--- src/rtl/hilotof_result_fifo_pkg.sv ---
// Shared constants for the hilotof result FIFO and its storage array.
package hilotof_result_fifo_pkg;

  localparam int unsigned HILOTOF_WORD_WIDTH = 32;
  localparam int unsigned FIFO_DEPTH_LOG2    = 4;

endpackage

--- src/rtl/hilotof_fifo_mem.sv ---
// Simple dual-port storage: registered write, asynchronous read.
module hilotof_fifo_mem
  import hilotof_result_fifo_pkg::*;
#(
  parameter int unsigned WIDTH      = HILOTOF_WORD_WIDTH,
  parameter int unsigned DEPTH_LOG2 = FIFO_DEPTH_LOG2
) (
  input  logic                  clock,
  input  logic                  i_wr_en,
  input  logic [DEPTH_LOG2-1:0] i_wr_addr,
  input  logic [WIDTH-1:0]      i_wr_data,
  input  logic [DEPTH_LOG2-1:0] i_rd_addr,
  output logic [WIDTH-1:0]      o_rd_data
);

  localparam int unsigned DEPTH = 2 ** DEPTH_LOG2;

  // Not reset: contents are only observable through a valid head pointer.
  logic [WIDTH-1:0] r_mem [DEPTH];

  always_ff @(posedge clock) begin
    if (i_wr_en) r_mem[i_wr_addr] <= i_wr_data;
  end

  assign o_rd_data = r_mem[i_rd_addr];

endmodule

--- src/rtl/hilotof_result_fifo.sv ---
// First-word-fall-through elastic buffer between the DUT result port and hilotof_io,
// with sticky overflow reporting and synchronous flush on DUT reset.
module hilotof_result_fifo
  import hilotof_result_fifo_pkg::*;
#(
  parameter int unsigned WIDTH      = HILOTOF_WORD_WIDTH,
  parameter int unsigned DEPTH_LOG2 = FIFO_DEPTH_LOG2
) (
  input  logic                  clock,
  input  logic                  sys_reset_n,
  input  logic                  flush,
  input  logic [WIDTH-1:0]      in_data,
  input  logic                  in_valid,
  output logic                  in_ready,
  output logic [WIDTH-1:0]      out_data,
  output logic                  out_valid,
  input  logic                  out_ready,
  output logic [DEPTH_LOG2:0]   level,
  output logic                  overflow
);

  localparam int unsigned PTR_W = DEPTH_LOG2 + 1;

  logic [PTR_W-1:0] r_wr_ptr;
  logic [PTR_W-1:0] r_rd_ptr;
  logic             r_overflow;

  logic w_empty;
  logic w_full;
  logic w_push;
  logic w_pop;
  logic w_wr_en;

  // Extra pointer MSB distinguishes full from empty when the indices match.
  assign w_empty = (r_wr_ptr == r_rd_ptr);
  assign w_full  = (r_wr_ptr[DEPTH_LOG2] != r_rd_ptr[DEPTH_LOG2]) &&
                   (r_wr_ptr[DEPTH_LOG2-1:0] == r_rd_ptr[DEPTH_LOG2-1:0]);

  assign w_push  = in_valid && !w_full;
  assign w_pop   = !w_empty && out_ready;
  assign w_wr_en = w_push && sys_reset_n && !flush;

  always_ff @(posedge clock) begin
    if (!sys_reset_n || flush) begin
      r_wr_ptr   <= '0;
      r_rd_ptr   <= '0;
      r_overflow <= 1'b0;
    end else begin
      if (w_push)             r_wr_ptr   <= r_wr_ptr + PTR_W'(1);
      if (w_pop)              r_rd_ptr   <= r_rd_ptr + PTR_W'(1);
      if (in_valid && w_full) r_overflow <= 1'b1;
    end
  end

  hilotof_fifo_mem #(
    .WIDTH      (WIDTH),
    .DEPTH_LOG2 (DEPTH_LOG2)
  ) u_mem (
    .clock     (clock),
    .i_wr_en   (w_wr_en),
    .i_wr_addr (r_wr_ptr[DEPTH_LOG2-1:0]),
    .i_wr_data (in_data),
    .i_rd_addr (r_rd_ptr[DEPTH_LOG2-1:0]),
    .o_rd_data (out_data)
  );

  assign in_ready  = !w_full;
  assign out_valid = !w_empty;
  assign level     = r_wr_ptr - r_rd_ptr;
  assign overflow  = r_overflow;

endmodule

--- config.mk ---
export PLATFORM = sky130hd
export DESIGN_NAME = hilotof_result_fifo
export DESIGN_NICKNAME = d
export VERILOG_FILES = /design/src/rtl/hilotof_result_fifo_pkg.sv /design/src/rtl/hilotof_fifo_mem.sv /design/src/rtl/hilotof_result_fifo.sv
export SDC_FILE = /design/constraint.sdc
export NUM_CORES = 1
export LEC_CHECK = 0
export CORE_MARGIN = 2
export CORE_UTILIZATION = 60
export DETAILED_ROUTE_END_ITERATION = 6
export PLACE_DENSITY = 0.79
export SYNTH_ARGS = -nofsm -noshare
export SYNTH_HDL_FRONTEND = slang
export SYNTH_SLANG_ARGS = --single-unit
--- constraint.sdc ---
create_clock -name clock -period 4.7 [get_ports clock]
set_clock_uncertainty 0.05 [all_clocks]
set_input_delay 0.94 -clock clock [delete_from_list [all_inputs] [get_ports clock]]
set_output_delay 0.94 -clock clock [all_outputs]
set_load 0.005 [all_outputs]
Yosys cells after proc, flatten, opt, wreduce, memory -nomap -nowiden
Memories as Yosys holds them, arrays and structs flattened. A register that Yosys moved wholly into a read port is not among the register bits.
Index checks and enable logic that the tools add are counted.
W data, S select, Z words.
{ "word_totals": {"wordCells": 25, "memories": 1, "ram_bits": 512, "regBits": 11, "out_inout_bits": 40} }
{ "classes": {"eq_ne": 3, "mux": 4, "reduce_logical": 11, "add_sub_neg": 3} }
{ "memory_table": {"columns": ["name", "depth", "width", "read_ports", "rd_clocked_by_memory_dff", "write_ports", "line_no", "rtl"], "rows": [
  ["u_mem.r_mem", 16, 32, 1, 1, 1, "hilotof_fifo_mem.sv:19", "logic [WIDTH-1:0] r_mem [DEPTH];"]
]} }
{ "op_table": {"columns": ["operator", "count"], "rows": [
  ["$add A5 B1 Y5 const B", 2],
  ["$mux W4", 2],
  ["$logic_and A1 B1 Y1", 6],
  ["$eq A5 B5 Y1", 1],
  ["$sub A5 B5 Y5", 1],
  ["$eq A4 B4 Y1", 1],
  ["$logic_not A1 Y1", 4],
  ["$mux W1", 2],
  ["$logic_or A1 B1 Y1", 1],
  ["$ne A1 B1 Y1", 1]
]} }

Logic depth before layout (Yosys ltp)
{ "logic_depth": {"ltp_word": 8, "ltp_mapped": 7, "depth_no_buf": 7} }

Hierarchy
Synthesis repeated with hierarchy kept, for this count alone.
{ "hier_totals": {"hier_cells": 882, "area_unflattened_um2": 19881.6} }
{ "by_module_without_submodules": {"columns": ["module", "cells_per_inst", "n_inst", "area_each_um2"], "rows": [
  ["hilotof_fifo_mem", 806, 1, 19213.4],
  ["hilotof_result_fifo", 76, 1, 668.1]
]} }

Least setup slack after synthesis
Ideal clock, no wire load.
{ "synth_path": {"kind": "flip-flop to flip-flop", "startpoint": "register r_rd_ptr[2]", "endpoint": "memory u_mem.r_mem[5][0] in the netlist's numbering (enable)", "setup_time_ns": 0.421, "path_stages_with_launch": 8, "synth_period_minus_slack_ns": 3.373, "setup_slack_ns": 1.327, "arrival_ns": 2.902, "t_required_ns": 4.229, "cell_sequence": "dfxtp_1 > inv_1 > ha_1 > and4_1 > clkbuf_1 > a21oi_1 > nand3b_1 > nor2_1"} }
{ "synth_between": {"elab_chain_len": 8} }
{ "synth_lines": {"columns": ["item", "line_no", "rtl"], "rows": [
  ["start: declaration", "hilotof_result_fifo.sv:25", "logic [PTR_W-1:0] r_rd_ptr;"],
  ["start signal: assignment", "hilotof_result_fifo.sv:50", "if (w_pop) r_rd_ptr <= r_rd_ptr + PTR_W'(1);"],
  ["$eq A4 B4 Y1", "hilotof_result_fifo.sv:37", "(r_wr_ptr[DEPTH_LOG2-1:0] == r_rd_ptr[DEPTH_LOG2-1:0]);"],
  ["$logic_and A1 B1 Y1", "hilotof_result_fifo.sv:36", "assign w_full = (r_wr_ptr[DEPTH_LOG2] != r_rd_ptr[DEPTH_LOG2]) &&"],
  ["$logic_not A1 Y1", "hilotof_result_fifo.sv:39", "assign w_push = in_valid && !w_full;"],
  ["$logic_and A1 B1 Y1", "hilotof_result_fifo.sv:39", null],
  ["$logic_and A1 B1 Y1 (2 in series)", "hilotof_result_fifo.sv:41", "assign w_wr_en = w_push && sys_reset_n && !flush;"],
  ["$mux W1", "hilotof_fifo_mem.sv:22", "if (i_wr_en) r_mem[i_wr_addr] <= i_wr_data;"],
  ["$mux W1 (implied by the code)", "hilotof_fifo_mem.sv:22", null],
  ["end: declaration", "hilotof_fifo_mem.sv:19", null]
]} }
Every way passes these cells.

==> impl_results.md <==
- Outcome: finished, final reports clean
- Core area: 0.0327 mm²
- Crit path time final: 4.14 ns
- TritonRoute pass-1 iters: 5
- Mean Syn Cell Area: 22.4 µm²
- Initial DRC Count: 1093
- Chip Height: 186 µm
- Flops & latches, synth: 527
- Filler cells: 1911
- Vias: 9630
- Post-Layout Cell Count: 1491
- Final Core Density: 71.1%
- CTS root buf: clkbuf_16
- Final Cycle Share: 88.0%
- # IOs: 77
- Buffers added on ports: 76
- Most common cell after layout, fill and taps aside: edfxtp_1
- Fin Hold WS: 0.439 ns
- Site Rows: 66
- Sum Neg Setup Slack: 0 ns
- Worst Setup End Kind: output pin
- Launching point of the worst reg2reg path: r_wr_ptr[2]
- Internal reg-to-reg setup slack: 1.59 ns
- RSZ-0062 raised after global routing: false
- Layout overhead on the synthesized area: 16.3%
- Rel. slew slack: 33.8%
- GRT overflow: 0
- Wire length per cell: 28.6 µm
- LEAKAGE: 7.11 nW
- Crit path max fanout: 28
- Cells after Synth: 892
- Tot GR Track Use: 25.2%
- WL final: 42600 µm
- Post_cts resized: 0
- Ant. Diodes: 0
- Total Power: 9.35 mW
- PwrDens: 402 mW/mm²
- Commonest register cell after synthesis: edfxtp_1
- CP arrival: 3.15 ns
- CTS max path bufs: 3
- Syn Std Cell Area: 0.0200 mm²
- Initial antenna violation count: 0
- Worst-Skew Late Latency: 0.56 ns
- Cells on worst reg2reg path: 6
- Routability cong.: 0.763
- Layout cell share with drive strength beyond 1: 25.0%
- HPWL after DPL: 22000 µm
- Worst Path Required: 3.71 ns
- Die area: 0.0348 mm²
- Clock-pin slew on the worst setup and hold paths: 0.06 ns
- CTS Sinks: 527
- Syn Nets: 939
- Hold depth: 2
- CTS buffer count: 51
- Die Span X: 186 µm
- Register area share after synthesis: 78.4%
- Cts hold-fix bufs: 0
- Global-route wire length before repair: 64700 µm
- Max-cap violations: 0
- Largest net degree at the start of global routing: 47
- Fin. Hold Viols: 0
- Synth Warn #: 0
- Final #Nets: 1055
- Final setup vio count: 0
- R2R Path End: u_mem.r_mem[5][27]
- Most frequent cells in the layout: edfxtp_1 (512), mux4_2 (128), clkdlybuf4s50_1 (76)
- Initial Util: 61.1%
- DRC: 0
- H-tree levels: 2
- Worst-Margin Slew: 0.990 ns
- Post-synth ARST share: 0%
- Post-synth cell types: 34
- Vias in the first global route: 10180
- Vias/cell: 6.46
- Remaining antenna violation count after routing: 0
- Max VDD drop: 0.344 mV
- Setup Crit Path Kind: register to output pin
- Slew Viols, Final: 0
- Number of flops mapped to enable cells by yosys: 512
- Setup crit start kind: register
- Placed insts: 1397
- TritonCTS clock tree: yes
- FMAX: 242 MHz
- Hold WC Path Type: register to register
- CP endpoint: out_data[16]
- Post-CTS setup buffers: 0
==> cell usage after synthesis (2+ instances only) <==
cell type | instances | area, µm²
buf_1 | 7 | 26.3
nand3_1 | 2 | 10.0
nand2_1 | 41 | 154
buf_2 | 8 | 40.0
ha_1 | 9 | 113
a21o_1 | 2 | 15.0
buf_4 | 9 | 67.6
dfxtp_1 | 15 | 300
edfxtp_1 | 512 | 15400
nand3b_1 | 2 | 15.0
o21ai_0 | 2 | 10.0
inv_1 | 7 | 26.3
clkbuf_1 | 21 | 78.8
nor2b_1 | 2 | 12.5
mux4_2 | 128 | 2880
a21oi_1 | 6 | 30.0
xor2_1 | 3 | 26.3
nor2_1 | 29 | 109
mux2i_1 | 2 | 20.0
xnor2_1 | 8 | 70.1
a22oi_1 | 64 | 480
==> cell type report <==
type | count | area, µm² | area share (%)
flip-flops and latches | 527 | 15700 | 67.5
multi-input cells | 313 | 4210 | 18.1
inverters | 7 | 26.3 | 0.113
well taps | 442 | 553 | 2.38
repair buffers | 108 | 1150 | 4.95
clock buffers | 65 | 1340 | 5.76
clock inverters | 29 | 278 | 1.20
==> worst max-delay path, stage by stage, from the launching register on <==
cell	delay, ns
dfxtp_4	0.72
buf_4	0.46
mux4_2	0.56
a22oi_1	0.21
nand2_1	0.13
clkdlybuf4s50_1	0.47
==> worst min path at each step <==
stage	start	to	slack (ns)
final	overflow	overflow	0.44
after global routing	overflow	overflow	0.46
after CTS	overflow	overflow	0.45
after detailed placement	overflow	overflow	0.43
after global placement	overflow	overflow	0.43
after floorplan	overflow	overflow	0.41
==> cells by family (layout without fill, tap and decap cells) <==
group / count (synthesis) / in the layout / synth area share, %
xor gates and xnor gates: 12 / 12 / 0.564
muxes: 130 / 130 / 14.5
adders and majority gates: 10 / 10 / 0.664
buffers and inverters: 52 / 209 / 1.20
and+or+nand+nor: 82 / 82 / 1.70
AOI/OAI and AO/OA: 79 / 79 / 2.91
DFF: 527 / 527 / 78.4
==> registers in the layout (all words and copies together) (netlist names), named ones only <==
| register | flops |
|---|---|
| overflow | 1 |
| u_mem.r_mem | 512 |
| r_wr_ptr | 5 |
| r_rd_ptr | 5 |
==> per-layer routing <==
| metal | share of wire [%] | vias up | GRT usage (%) | wire length [µm] |
|---|---|---|---|---|
| met5 | 0 | - | 0 | 0 |
| met4 | 2.1 | 0 | 6.96 | 881 |
| met3 | 7.9 | 71 | 3.84 | 3360 |
| met2 | 51 | 485 | 41.9 | 21700 |
| met1 | 39 | 5087 | 35.7 | 16700 |
| li1 | - | 3987 | - | - |
==> metrics by stage <==
stage | area (µm²) | setup slack, ns
floorplan | 20000 | 1.33
global placement | 21600 | 1.13
detailed placement | 21600 | 1.07
CTS | 23200 | 0.491
global route | 23200 | 0.360
finish | 23200 | 0.562
==> power breakdown <==
group          switching, mW  total [mW]  internal (mW)
combinational          0.127       0.229          0.103
sequential           0.00764        5.17           5.16
clock                   1.71        3.95           2.25
total                   1.84        9.35           7.51
(Power assumes the default switching activity.)
